**config.mk**
```make
export PLATFORM = sky130hd
export DESIGN_NAME = demux14_reg
export DESIGN_NICKNAME = d
export VERILOG_FILES = /design/src/rtl/demux_pkg.sv /design/src/rtl/demux_slot.sv /design/src/rtl/demux14_reg.sv
export SDC_FILE = /design/constraint.sdc
export NUM_CORES = 1
export LEC_CHECK = 0
export ABC_CLOCK_PERIOD_IN_PS = 2000
export BUFFER_PORTS_ARGS = -buffer_cell sky130_fd_sc_hd__buf_2
export CORE_MARGIN = 4
export CORE_UTILIZATION = 46
export CTS_BUF_LIST = sky130_fd_sc_hd__clkbuf_16
export DETAILED_ROUTE_END_ITERATION = 10
export PLACE_DENSITY = 0.74
export SYNTH_ARGS = -nofsm -noshare
export SYNTH_HDL_FRONTEND = slang
export SYNTH_SLANG_ARGS = --single-unit
export TNS_END_PERCENT = 5
```
**constraint.sdc**
```tcl
create_clock -name clk -period 2 [get_ports clk]
set_clock_uncertainty 0.1 [all_clocks]
set_input_delay 0.2 -clock clk [delete_from_list [all_inputs] [get_ports clk]]
set_output_delay 0.2 -clock clk [all_outputs]
set_load 0.02 [all_outputs]
```
**src/rtl/demux_pkg.sv**
```systemverilog
`default_nettype none
// ============================================================================
//  Module      : demux_pkg
//  Description : Shared constants, types and helpers for the registered
//                1-to-4 demultiplexer (demux14_reg) and its slot sub-module.
//                Contents:
//                  NUM_OUT     - number of output slots
//                  SEL_W       - width of the destination select
//                  DEF_WIDTH   - default data width
//                  DEF_CNT_W   - default transfer-counter width
//                  slot_idx_t  - slot index type
//                  sel_onehot  - select-to-one-hot decode helper
//  Revision    : 1.0 - initial release
// ============================================================================
package demux_pkg;

  localparam int NUM_OUT   = 4;
  localparam int SEL_W     = 2;
  localparam int DEF_WIDTH = 8;
  localparam int DEF_CNT_W = 16;

  typedef logic [SEL_W-1:0] slot_idx_t;

  // One-hot decode of a slot index; bit N set selects slot N.
  function automatic logic [NUM_OUT-1:0] sel_onehot(input slot_idx_t idx);
    logic [NUM_OUT-1:0] v;
    v = '0;
    v[idx] = 1'b1;
    return v;
  endfunction

endpackage : demux_pkg
`default_nettype wire

```
**src/rtl/demux_slot.sv**
```systemverilog
`default_nettype none
// ============================================================================
//  Module      : demux_slot
//  Description : Single-entry output slot: one data register plus full flag.
//                A push loads din and sets full; a pop clears full unless a
//                push lands in the same cycle, in which case the new word
//                replaces the departing one and full stays set.
//  Ports       : clk    - rising-edge clock
//                reset  - synchronous active-high reset
//                push   - load din this cycle (caller guarantees room)
//                pop    - consumer takes the word this cycle
//                din    - incoming data word
//                dout   - held data word (last loaded value)
//                full   - slot holds a valid word
//  Revision    : 1.0 - initial release
// ============================================================================
module demux_slot #(
  parameter int WIDTH = demux_pkg::DEF_WIDTH
) (
  input  logic             clk,
  input  logic             reset,
  input  logic             push,
  input  logic             pop,
  input  logic [WIDTH-1:0] din,
  output logic [WIDTH-1:0] dout,
  output logic             full
);

  logic [WIDTH-1:0] r_data;
  logic             r_full;

  // Data register only changes on push, so dout keeps the last loaded value
  // after the slot is drained.
  always_ff @(posedge clk) begin
    if (reset) begin
      r_data <= '0;
    end else if (push) begin
      r_data <= din;
    end
  end

  // Push has priority over pop: a simultaneous push/pop keeps the slot full
  // for one-word-per-cycle throughput. A pop on an empty slot is a no-op.
  always_ff @(posedge clk) begin
    if (reset) begin
      r_full <= 1'b0;
    end else if (push) begin
      r_full <= 1'b1;
    end else if (pop && r_full) begin
      r_full <= 1'b0;
    end
  end

  assign dout = r_data;
  assign full = r_full;

endmodule : demux_slot
`default_nettype wire

```
**src/rtl/demux14_reg.sv**
```systemverilog
`default_nettype none
// ============================================================================
//  Module      : demux14_reg
//  Description : Registered 1-to-4 demultiplexer with valid/ready handshake.
//                A source word plus 2-bit select is steered into one of four
//                single-entry slots, each drained independently. Counts
//                accepted transfers in a wrapping counter.
//  Ports       : clk        - rising-edge clock
//                reset      - synchronous active-high reset
//                in         - source data word
//                s          - destination select (0..3 -> out0..out3)
//                in_valid   - source presents in/s this cycle
//                in_ready   - selected slot can accept (combinational)
//                out0..out3 - slot data, held while/after the slot is full
//                out_valid  - per-slot full flags
//                out_ready  - per-slot consumer take strobes
//                xfer_count - accepted-transfer count, wraps
//  Revision    : 1.0 - initial release
// ============================================================================
module demux14_reg #(
  parameter int WIDTH = demux_pkg::DEF_WIDTH,
  parameter int CNT_W = demux_pkg::DEF_CNT_W
) (
  input  logic             clk,
  input  logic             reset,
  input  logic [WIDTH-1:0] in,
  input  logic [1:0]       s,
  input  logic             in_valid,
  output logic             in_ready,
  output logic [WIDTH-1:0] out0,
  output logic [WIDTH-1:0] out1,
  output logic [WIDTH-1:0] out2,
  output logic [WIDTH-1:0] out3,
  output logic [3:0]       out_valid,
  input  logic [3:0]       out_ready,
  output logic [CNT_W-1:0] xfer_count
);

  import demux_pkg::*;

  slot_idx_t          w_sel;
  logic [NUM_OUT-1:0] w_sel_oh;
  logic [NUM_OUT-1:0] w_full;
  logic [NUM_OUT-1:0] w_push;
  logic               w_accept;
  logic [WIDTH-1:0]   w_dout [NUM_OUT];
  logic [CNT_W-1:0]   r_count;

  assign w_sel    = slot_idx_t'(s);
  assign w_sel_oh = sel_onehot(w_sel);

  // Ready looks only at the selected slot; a full slot can still accept when
  // its consumer drains it in the same cycle.
  assign in_ready = !w_full[w_sel] || out_ready[w_sel];
  assign w_accept = in_valid && in_ready;
  assign w_push   = w_accept ? w_sel_oh : '0;

  generate
    for (genvar n = 0; n < NUM_OUT; n++) begin : g_slot
      demux_slot #(
        .WIDTH (WIDTH)
      ) u_slot (
        .clk   (clk),
        .reset (reset),
        .push  (w_push[n]),
        .pop   (out_ready[n]),
        .din   (in),
        .dout  (w_dout[n]),
        .full  (w_full[n])
      );
    end
  endgenerate

  // Accepted-transfer counter; wraps naturally at 2^CNT_W.
  always_ff @(posedge clk) begin
    if (reset) begin
      r_count <= '0;
    end else if (w_accept) begin
      r_count <= r_count + 1'b1;
    end
  end

  assign out0       = w_dout[0];
  assign out1       = w_dout[1];
  assign out2       = w_dout[2];
  assign out3       = w_dout[3];
  assign out_valid  = w_full;
  assign xfer_count = r_count;

endmodule : demux14_reg
`default_nettype wire

```
# --- Word level (Yosys, flattened, before mapping) ---
# Cells that the tools add are included.
totals:
  ff_bits: 52
  latch_bits: 0
  mem_bits_rw: 0
  mem_bits_ro: 0
  inputBits: 17
  out_inout_bits: 53
  word_cells: 39
  mem_count: 0
op_classes:
  n_addsub: 1
  n_mul: 0
  div: 0
  magnitude_cmp: 2
  eq_ne: 0
  shifts: 0
  muxes: 15
  n_bitwise: 0
  reduce_logical: 12
ops:
  columns: ["op", "n"]
  rows:
  - ["$add A16 B1 Y16 const B", 1]
  - ["$mux W1", 11]
  - ["$reduce_bool A2 Y1", 4]
  - ["$logic_and A1 B1 Y1", 6]
  - ["$bmux W1 S2", 2]
  - ["$mux W4", 1]
  - ["$lt A2 B3 Y1 const B", 1]
  - ["$demux W1 S2", 1]
  - ["$ge A2 B1 Y1 const B", 1]
  - ["$logic_not A1 Y1", 1]
  - ["$logic_or A1 B1 Y1", 1]

# --- Longest topological paths before layout ---
depth:
  word_depth: 7
  mapped_depth: 6
  mapped_depth_nobuf: 5

# --- Hierarchy ---
# A second synthesis with hierarchy kept.
hier_totals:
  hier_cells: 230
  area_unflattened_um2: 2183.3
modules_own_cells:
  columns: ["module", "n_inst", "cells_per_inst", "area_per_inst_um2", "seq_area_each_um2"]
  rows:
  - ["demux_slot", 4, 30, 321.6, 180.2]
  - ["demux14_reg", 1, 110, 897.1, 320.3]

# --- Worst setup path after synthesis ---
# OpenSTA, ideal clock, no wires.
synth_path:
  kind: "register to register"
  start: "reg g_slot[3].u_slot.r_full"
  end: "reg r_count[2] (netlist: xfer_count[2])"
  setup_ns: 0.121
  t_arrival_ns: 1.664
  required_ns: 1.779
  path_slack_ns: 0.115
  stages_incl_launch_ff: 7
  path_buffers: 1
  synth_period_minus_slack_ns: 1.885
  path_cell_list: "dfxtp_1 nor2b_1 mux4_2 clkbuf_1 inv_1 nand3_1 mux2_2"
synth_between:
  elab_chain_cells: 5
synth_lines:
  columns: ["item", "line_no", "text"]
  rows:
  - ["start: declaration", "demux_slot.sv:30", "logic r_full;"]
  - ["start signal: assignment", "demux_slot.sv:46", "r_full <= 1'b0;"]
  - ["start signal: assignment", "demux_slot.sv:48", "r_full <= 1'b1;"]
  - ["start signal: assignment", "demux_slot.sv:50", "r_full <= 1'b0;"]
  - ["$bmux W1 S2", "demux14_reg.sv:54", "assign in_ready = !w_full[w_sel] || out_ready[w_sel];"]
  - ["$mux W1 (not written as such)", "demux14_reg.sv:54", null]
  - ["$logic_not A1 Y1", "demux14_reg.sv:54", null]
  - ["$logic_or A1 B1 Y1", "demux14_reg.sv:54", null]
  - ["named net in_ready", "demux14_reg.sv:29", "output logic in_ready,"]
  - ["$logic_and A1 B1 Y1", "demux14_reg.sv:55", "assign w_accept = in_valid && in_ready;"]
  - ["end signal: assignment", "demux14_reg.sv:79", "r_count <= r_count + 1'b1;"]
  - ["end: declaration", "demux14_reg.sv:47", "logic [CNT_W-1:0] r_count;"]
# The timed path passes the listed nets, and every way through them passes these cells. The select of a mux whose other input is x is not followed.
# A chain may end at the register's enable or synchronous reset.

# --- Final worst setup path ---
layout_path:
  start: "reg g_slot[2].u_slot.r_full"
  end: "reg r_count[12] (netlist: xfer_count[12])"
layout_between:
  elab_chain_cells: 5
layout_lines:
  columns: ["item", "line_no"]
  rows:
  - ["start: declaration", "demux_slot.sv:30"]
  - ["start signal: assignment", "demux_slot.sv:46"]
  - ["start signal: assignment", "demux_slot.sv:48"]
  - ["start signal: assignment", "demux_slot.sv:50"]
  - ["$bmux W1 S2", "demux14_reg.sv:54"]
  - ["$mux W1 (not written as such)", "demux14_reg.sv:54"]
  - ["$logic_not A1 Y1", "demux14_reg.sv:54"]
  - ["$logic_or A1 B1 Y1", "demux14_reg.sv:54"]
  - ["$logic_and A1 B1 Y1", "demux14_reg.sv:55"]
# Every way passes these cells. The select of a mux whose other input is x is not followed.

==> impl_metrics.json <==
{
  "outcome": "finished, final reports clean",
  "critPathSlowestCell": "mux4_2",
  "final_common_cell": "buf_2",
  "clockBufferDepth": 2,
  "maxCapViolations": 0,
  "crit_required_ps": 2120,
  "cp.buffers_inverters": 0,
  "syn_inst": 224,
  "synth-main-ff-cell": "dfxtp_1",
  "synthSimpleGateAreaFrac": 0.202,
  "die_x_um": 76.1,
  "start_util": 0.483,
  "slew_viol_final": 0,
  "cts_setup_buffers": 0,
  "period_needed_ps": 1940,
  "synthMuxAreaShare": 0.166,
  "dieArea_um2": 5790,
  "crit_path_start": "g_slot[2].u_slot.full",
  "hp-start": "out_ready[0]",
  "dr_total_vias": 1873,
  "max_stage_delay_ps": 600,
  "grt_first_pass_wirelength_um": 7910,
  "grt_use_total": 0.163,
  "ant_nets": 0,
  "coreArea_um2": 4410,
  "overflow": 0,
  "cts-root-buf": "clkbuf_16",
  "hold_path.class": "in -> reg",
  "crit_family": "simple AND/OR/NAND/NOR gates",
  "grt_max_degree": 43,
  "clock-sinks": 52,
  "synthAdderAreaFrac": 0.00587,
  "syn-num-nets": 242,
  "layout_common_cells": "buf_2, dfxtp_1, nor2_1",
  "synth_edf_count": 0,
  "fin_crit_sh": 0.971,
  "place.port_buffers": 69,
  "ys_seq_elements": 52,
  "syn-cell-area_um2": 2130,
  "gp_congestion": 0.798,
  "cts_hold_buf": 0,
  "hpwl_um": 3380,
  "path_max_fanout": 12,
  "yosys_warnings": 0,
  "yosysUniqueCellTypes": 27,
  "setup_viol": 0,
  "synth.avg_cell_area_um2": 9.51,
  "cp-end-kind": "flip-flop",
  "place_ws_ps": 41.4,
  "antenna_found_initial": 0,
  "critPathKind": "reg -> reg",
  "fin_util": 0.618,
  "die_height_um": 76.1,
  "arrival_ps": 2070,
  "critPathLaunchType": "flip-flop",
  "power_leakage_nw": 1.23,
  "crit-reg2reg-launch": "g_slot[2].u_slot.full",
  "clock_latency_ps": 290,
  "grt_pass1_vias": 1629,
  "syn2layout_area_growth_pct": 28.0,
  "cts_tree": "built",
  "finalHoldViolCount": 0,
  "wirelength_um": 5150,
  "synth_compound_area_frac": 0.0904,
  "first_pass_iters": 4,
  "tns_ps": 0,
  "ir_drop_v": 0.000482,
  "wl_per_cell_um": 14.9,
  "layout-drive-gt1-share": 0.315,
  "cts-htree-levels": 2,
  "std_cell_rows": 24,
  "synth-seq-area-share": 0.489,
  "numCtsBuffers": 5,
  "nFillCells": 375,
  "path_cells": "nor2b_1, mux4_2, or4_1, a21oi_1",
  "tightest_slew_ps": 514,
  "timing.fmax_mhz": 515,
  "clk_pin_slew_worst_paths_ps": 70,
  "synthXorXnorAreaFrac": 0,
  "synth_top_family_by_area": "simple AND/OR/NAND/NOR gates",
  "first_iter_violations": 86,
  "nets": 312,
  "antenna_cells": 0,
  "vias_per_cell": 5.40,
  "relSlewSlack": 0.657,
  "fin_ws_ps": 58.5,
  "power.density_nw_per_um2": 792,
  "drc": 0,
  "p_total_mw": 2.16,
  "io_pins": 70,
  "synthArstFlopShare": 0
}
worst register-to-register path: stages, from the launching register on:
cell	delay, ps
dfxtp_1	310
nor2b_1	180
mux4_2	600
or4_1	540
a21oi_1	150
where the power goes:
| group | internal [mW] | total (mW) | switching (mW) | leakage, nW |
|---|---|---|---|---|
| logic | 0.0823 | 0.211 | 0.129 | 0.733 |
| registers | 1.06 | 1.08 | 0.0153 | 0.422 |
| clock network | 0.473 | 0.870 | 0.397 | 0.0708 |
sequential cells by signal, summed over array words and instances (netlist names):
name,flops
g_slot.u_slot.dout,32
xfer_count,16
g_slot.u_slot.full,4
kinds of logic (layout without fill, tap and decap cells):
logic type	after synthesis	in the layout
AND/OR/NAND/NOR	84	84
flip-flops	52	52
multiplexers	34	35
AO/OA/AOI/OAI	33	33
buffers and inverters	20	90
adder cells (fa/ha/maj)	1	1
metal layers:
| layer | wire length [µm] | GRT usage | up-vias |
|---|---|---|---|
| li1 | - | - | 940 |
| met1 | 2220 | 0.207 | 868 |
| met2 | 2450 | 0.249 | 59 |
| met3 | 405 | 0.0544 | 6 |
| met4 | 85 | 0.0752 | 0 |
| met5 | 0 | 0 | - |
repair_timing:
action,in CTS,in global routing
endpoints found under the setup margin,1,14
pin swaps,0,1
resized for setup,2,1
cloned,0,1
synth_stat cells (all sizes together), types with 3 or more instances:
cell type / n / area, µm²
a21oi: 18 / 90.1
buf: 8 / 55.1
clkbuf: 9 / 33.8
dfxtp: 52 / 1040
inv: 3 / 11.3
mux2i: 32 / 320
nand2: 6 / 22.5
nand2b: 3 / 18.8
nand3: 9 / 45.0
nor2: 36 / 135
nor2b: 5 / 31.3
o21ai: 4 / 20.0
o31ai: 11 / 82.6
or3: 3 / 18.8
or4: 12 / 90.1
per-stage QoR:
stage | cells | hold WS, ps | area [µm²]
after floorplan | 224 | 244 | 2130
after detailed placement | 338 | 368 | 2550
final | 347 | 84.6 | 2730
after global placement | 338 | 360 | 2550
after global routing | 347 | 79.7 | 2730
after CTS | 346 | 77.1 | 2700
area by class of cell:
class                           count  area (µm²)  area share
Clock inverter                      3        25.0     0.00918
Inverter                            3        11.3     0.00413
Clock buffer                        5         125      0.0459
Multi-Input combinational cell    153        1020       0.375
Timing Repair Buffer               79         435       0.160
Sequential cell                    52        1040       0.382
Tap cell                           52        65.1      0.0239
worst paths after layout:
check | endpoint | slack [ps] | cells past startpoint
worst max-delay path | xfer_count[12] | 60 | 4
worst min-delay path | g_slot[0].u_slot.full | 80 | 3
worst max register to register | xfer_count[12] | 60 | 4
worst min register to register | g_slot[2].u_slot.full | 380 | 2
Power figures use the tool's default switching activity.
